`src/rtl/quad_encoder_frontend.sv`:
```
// Rotary-encoder front end: synchronises and debounces A/B/button, decodes
// quadrature into per-detent step pulses, and toggles a mode flag on each press.
module quad_encoder_frontend #(
  parameter logic [15:0] DEBOUNCE_CYCLES  = 16'd50000,
  parameter int          CNT_W            = 16,
  parameter logic [2:0]  STEPS_PER_DETENT = 3'd4
) (
  input  logic clk,
  input  logic reset,
  input  logic en,
  input  logic rawA,
  input  logic rawB,
  input  logic rawbtn,
  output logic encA,
  output logic encB,
  output logic step_up,
  output logic step_dn,
  output logic mode,
  output logic err
);

  localparam int                NPIN     = 3;
  localparam logic [CNT_W-1:0]  CNT_MAX  = CNT_W'(DEBOUNCE_CYCLES - 16'd1);
  localparam logic signed [3:0] STEP_POS = $signed({1'b0, STEPS_PER_DETENT});
  localparam logic signed [3:0] STEP_NEG = -STEP_POS;

  typedef enum logic [1:0] {
    MOVE_NONE,
    MOVE_FWD,
    MOVE_REV,
    MOVE_ILLEGAL
  } move_e;

  // Pin order inside the per-pin vectors: 0 = A, 1 = B, 2 = button.
  logic [NPIN-1:0]   raw_w;
  logic [NPIN-1:0]   sync1_q, sync2_q;
  logic [NPIN-1:0]   stable_q, stable_d;
  logic [CNT_W-1:0]  cnt_q [NPIN];
  logic [CNT_W-1:0]  cnt_d [NPIN];

  logic [1:0]        cur_w, prev_q;
  move_e             move;
  logic signed [3:0] sub_q, sub_d, sub_sum;
  logic              step_up_q, step_up_d;
  logic              step_dn_q, step_dn_d;
  logic              btn_prev_q, mode_q, mode_d;

  assign raw_w = {rawbtn, rawB, rawA};
  assign cur_w = {stable_q[0], stable_q[1]};

  // NOTE: default every combinational output before any branch so no path
  // leaves a variable unassigned, which would otherwise infer a latch.
  always_comb begin
    stable_d = stable_q;
    for (int i = 0; i < NPIN; i++) begin
      cnt_d[i] = '0;
      if (sync2_q[i] != stable_q[i]) begin
        if (cnt_q[i] == CNT_MAX) stable_d[i] = sync2_q[i];
        else                     cnt_d[i]    = cnt_q[i] + CNT_W'(1);
      end
    end
  end

  always_comb begin
    move = MOVE_NONE;
    case ({prev_q, cur_w})
      4'b0001, 4'b0111, 4'b1110, 4'b1000: move = MOVE_FWD;
      4'b0010, 4'b1011, 4'b1101, 4'b0100: move = MOVE_REV;
      4'b0011, 4'b1100, 4'b0110, 4'b1001: move = MOVE_ILLEGAL;
      default:                            move = MOVE_NONE;
    endcase
  end

  always_comb begin
    sub_sum   = sub_q;
    sub_d     = sub_q;
    step_up_d = 1'b0;
    step_dn_d = 1'b0;
    if (move == MOVE_FWD)      sub_sum = sub_q + 4'sd1;
    else if (move == MOVE_REV) sub_sum = sub_q - 4'sd1;

    // A disabled decoder or a skipped quadrature state discards the partial detent.
    if (!en || move == MOVE_ILLEGAL) begin
      sub_d = '0;
    end else if (sub_sum == STEP_POS) begin
      step_up_d = 1'b1;
      sub_d     = '0;
    end else if (sub_sum == STEP_NEG) begin
      step_dn_d = 1'b1;
      sub_d     = '0;
    end else begin
      sub_d = sub_sum;
    end
  end

  assign mode_d = mode_q ^ (stable_q[2] & ~btn_prev_q);

  // NOTE: sequential state uses non-blocking assignments so every flop samples
  // the pre-edge value of its neighbours, independent of statement order.
  always_ff @(posedge clk or negedge reset) begin
    if (!reset) begin
      sync1_q    <= '0;
      sync2_q    <= '0;
      stable_q   <= '0;
      // NOTE: the counter array is a handful of flops, not a RAM, so it is
      // cleared element by element along with everything else.
      for (int i = 0; i < NPIN; i++) cnt_q[i] <= '0;
      prev_q     <= '0;
      sub_q      <= '0;
      step_up_q  <= 1'b0;
      step_dn_q  <= 1'b0;
      btn_prev_q <= 1'b0;
      mode_q     <= 1'b0;
    end else begin
      sync1_q    <= raw_w;
      sync2_q    <= sync1_q;
      stable_q   <= stable_d;
      for (int i = 0; i < NPIN; i++) cnt_q[i] <= cnt_d[i];
      prev_q     <= cur_w;
      sub_q      <= sub_d;
      step_up_q  <= step_up_d;
      step_dn_q  <= step_dn_d;
      btn_prev_q <= stable_q[2];
      mode_q     <= mode_d;
    end
  end

  assign encA    = stable_q[0];
  assign encB    = stable_q[1];
  assign step_up = step_up_q;
  assign step_dn = step_dn_q;
  assign mode    = mode_q;
  // err is decoded directly from cur/prev, so it is visible in the same
  // cycle the illegal debounced change appears.
  assign err     = en && (move == MOVE_ILLEGAL);

endmodule

```
`config.mk`:
```
export PLATFORM = sky130hd
export DESIGN_NAME = quad_encoder_frontend
export DESIGN_NICKNAME = d
export VERILOG_FILES = /design/src/rtl/quad_encoder_frontend.sv
export SDC_FILE = /design/constraint.sdc
export NUM_CORES = 1
export LEC_CHECK = 0
export CAP_MARGIN = 20
export CORE_MARGIN = 5
export CORE_UTILIZATION = 40
export DETAILED_ROUTE_END_ITERATION = 12
export PLACE_DENSITY = 0.67
export SLEW_MARGIN = 20
export SYNTH_ARGS = -nofsm -noshare
export SYNTH_HDL_FRONTEND = slang
export SYNTH_SLANG_ARGS = --single-unit
```
`constraint.sdc`:
```
create_clock -name clk -period 4.1 [get_ports clk]
set_input_delay 0.41 -clock clk [delete_from_list [all_inputs] [get_ports clk]]
set_output_delay 0.41 -clock clk [all_outputs]
set_load 0.02 [all_outputs]
```
==> impl_metrics.csv <==
group,metric,value,unit
status,status,"finished, final reports clean",
clock_tree,postCtsHoldBufs,0,
timing,worstMarginPinSlew,0.899,ns
logic_synthesis,yosysSeqAreaShare,52.9,%
power,p_clk_share,46.6,%
worst_setup_path,worstPathRequired,3.69,ns
routing,vias,2025,
power,power_per_cell_area,384,mW/mm²
worst_setup_path,cp_top_family,"buffers and inverters",
power,pwr-share-seq,49.8,%
global_routing,grt_use_total,11.6,%
logic_synthesis,synthTopCellsByArea,"dfrtp_1 53%, xor2_1 8.6%, nor2_1 7.5%, xnor2_1 6.9%, nand3_1 4.3%",
power,combPwrFrac,3.6,%
timing,hold_viol,0,
run,cap_violations,0,
logic_synthesis,synth_area,0.00317,mm²
timing,slew_headroom,40.1,%
clock_tree,insertion_delay,0.34,ns
finish,fillCellCount,712,
clock_tree,numCtsBuffers,9,
logic_synthesis,synth-edff-count,0,
routing,dr.pass1.iters,4,
timing,finalMaxSlewViolations,0,
power,p_leak,1.52,nW
global_routing,grt_pass1_vias,2028,
routing,wl,5090,µm
clock_tree,clockBufferDepth,2,
timing,timing.final.setup_violations,0,
clock_tree,cts_sinks,67,
die,io_pins,12,
timing,period_share,56.3,%
finish,syn_to_final_growth,12.7,%
timing,rsz0062_at_grt,"false",
die,dieArea,0.00980,mm²
routing,first_iter_violations,109,
power,peakVddDrop,0.146,mV
logic_synthesis,syn-num-nets,315,
timing,fmax,433,MHz
logic_synthesis,synth_cell_type_count,44,
clock_tree,cts_resized,0,
routing,wl_per_cell,12.0,µm
logic_synthesis,synth_top_area_share,52.9,%
clock_tree,root_buffer,"clkbuf_8",
finish,diodes,0,
global_routing,antenna_found_initial,0,
logic_synthesis,syn_area_per_cell,10.4,µm²
worst_setup_path,cp.arrival,1.90,ns
placement,io_buffers,11,
clock_tree,cts.htree.levels,3,
global_routing,grt_max_degree,43,
die,start_util,41.0,%
routing,detail_route.vias_per_cell,4.76,
logic_synthesis,synth_ff_type,"dfrtp_1",
routing,postRouteAntennaNets,0,
power,power.switching,0.303,mW
worst_setup_path,worst-path-buf-inv,1,
finish,finish.utilization,46.2,%
power,internal-power,1.07,mW
logic_synthesis,async_flop_share,100,%
global_routing,grt_pass1_wl,9250,µm
worst_setup_path,cp_cell_sequence,"xnor2_1 -> nor3b_1 -> clkdlybuf4s50_1",
worst_setup_path,cp_max_fo,7,
die,die_y,99.0,µm
worst_hold_path,hp-class,"in2async",
worst_setup_path,cp-start-kind,"flip-flop",
worst_setup_path,crit_type,"reg2out",
placement,gp_congestion,0.765,
finish,num-nets-final,329,
clock_tree,post_cts_buffers,0,
logic_synthesis,yosysTopAreaCell,"dfrtp_1",
die,num_rows,32,
power,p_total,1.37,mW
worst_setup_path,critPathMaxStageDelay,0.63,ns
power,swShare,22.1,%
die,die_x,99.0,µm
routing,drc_errors,0,
clock_tree,clk_pin_slew_worst_paths,0.08,ns
timing,min_period,2.31,ns
die,coreArea,0.00773,mm²
worst_setup_path,cp_slowest_cell,"clkdlybuf4s50_1",
finish,drive_gt1_share,9.29,%
placement,dp_hpwl,3340,µm
logic_synthesis,ys_ff_latch,67,
global_routing,overflow,0,
clock_tree,cts_tree,"built",
worst_setup_path,worst_setup_path_end_kind,"output pin",
logic_synthesis,synthCells,304,
logic_synthesis,ys_warn_count,0,
timing,tns,0,ns
timing,clock_skew,0.00894,ns
[metrics by stage]
step / instances / worst slack, ns / hold slack [ns] / cell area (µm²)
after floorplan: 304 / 2.35 / 0.114 / 3170
after global placement: 409 / 1.98 / 0.339 / 3340
after detailed placement: 409 / 1.98 / 0.335 / 3340
after CTS: 425 / 1.75 / 0.224 / 3570
after global routing: 425 / 1.65 / 0.276 / 3570
final: 425 / 1.79 / 0.191 / 3570
[state kept, by name (all words and copies together), names as in the netlist]
name        flops
mode            1
sub_q           4
step_up         1
sync1_q         3
cnt_q          48
btn_prev_q      1
step_dn         1
prev_q          2
stable_q        3
sync2_q         3
[power groups by stage]
stage / sequential, mW / combinational [mW] / clock [mW]
after floorplan: 0.693 / 0.0317 / 0
after global placement: 0.695 / 0.0507 / 0
after detailed placement: 0.695 / 0.0516 / 0
after CTS: 0.682 / 0.0518 / 0.656
after global routing: 0.684 / 0.0581 / 0.687
final: 0.682 / 0.0497 / 0.639
[cell usage in the layout, fill, tap and decap left out, drive strengths merged, types with 8 or more instances in the layout]
cell and instances:
clkbuf 11, clkdlybuf4s50 10, dfrtp 67, inv 8
nand2 16, nand3 29, nand4 9, nor2 63
xnor2 25, xor2 31
[logic make-up after synthesis]
group | share of synthesized area, %
adder cells (fa/ha/maj) | 1.97
AO/OA/AOI/OAI | 2.29
XOR/XNOR | 15.5
AND/OR/NAND/NOR | 23.0
multiplexers | 1.18
flip-flops | 52.9
buffers and inverters | 3.16
[synthesized netlist by cell type (3+ instances only)]
cell type	number
nand4_1	9
nor2_1	63
nand2_1	15
xor2_1	31
nor4_1	5
nand3_1	27
nor3_1	3
dfrtp_1	67
xnor2_1	25
inv_1	7
ha_1	5
buf_6	3
[layer usage]
metal  wire length (µm)  track usage [%]
met4                 74             3.57
met3                197             4.46
met2               2330             17.6
met1               2490             15.3
met5                  0                0
[cell type report]
type	instances	area, µm²	share of cell area, %
timing repair buffer	12	113	3.15
clock inverter	5	83.8	2.35
tap	102	128	3.57
clock buffer	11	151	4.24
multi-input combinational	221	1390	39.0
inverter	7	26.3	0.736
sequential	67	1680	47.0
[worst register-to-register path, stage by stage (launching register included)]
cell and delay, ns:
dfrtp_1 0.45, nand3_2 0.12, or4_1 0.42, nor3_2 0.18, or2_1 0.49, nor2_1 0.12
[worst paths after layout]
kind,to,cells past startpoint,slack [ns],from
min reg2reg,sync2_q[1],0,0.35,sync1_q[1]
max reg2reg,cnt_q[24],5,2.17,cnt_q[22]
max,err,3,1.79,stable_q[0]
min,cnt_q[39],1,0.19,reset
max in group asynchronous,cnt_q[1],2,3.03,reset
min in group clk,sync2_q[1],0,0.35,sync1_q[1]
No activity file was read; power rests on OpenSTA's default activity.
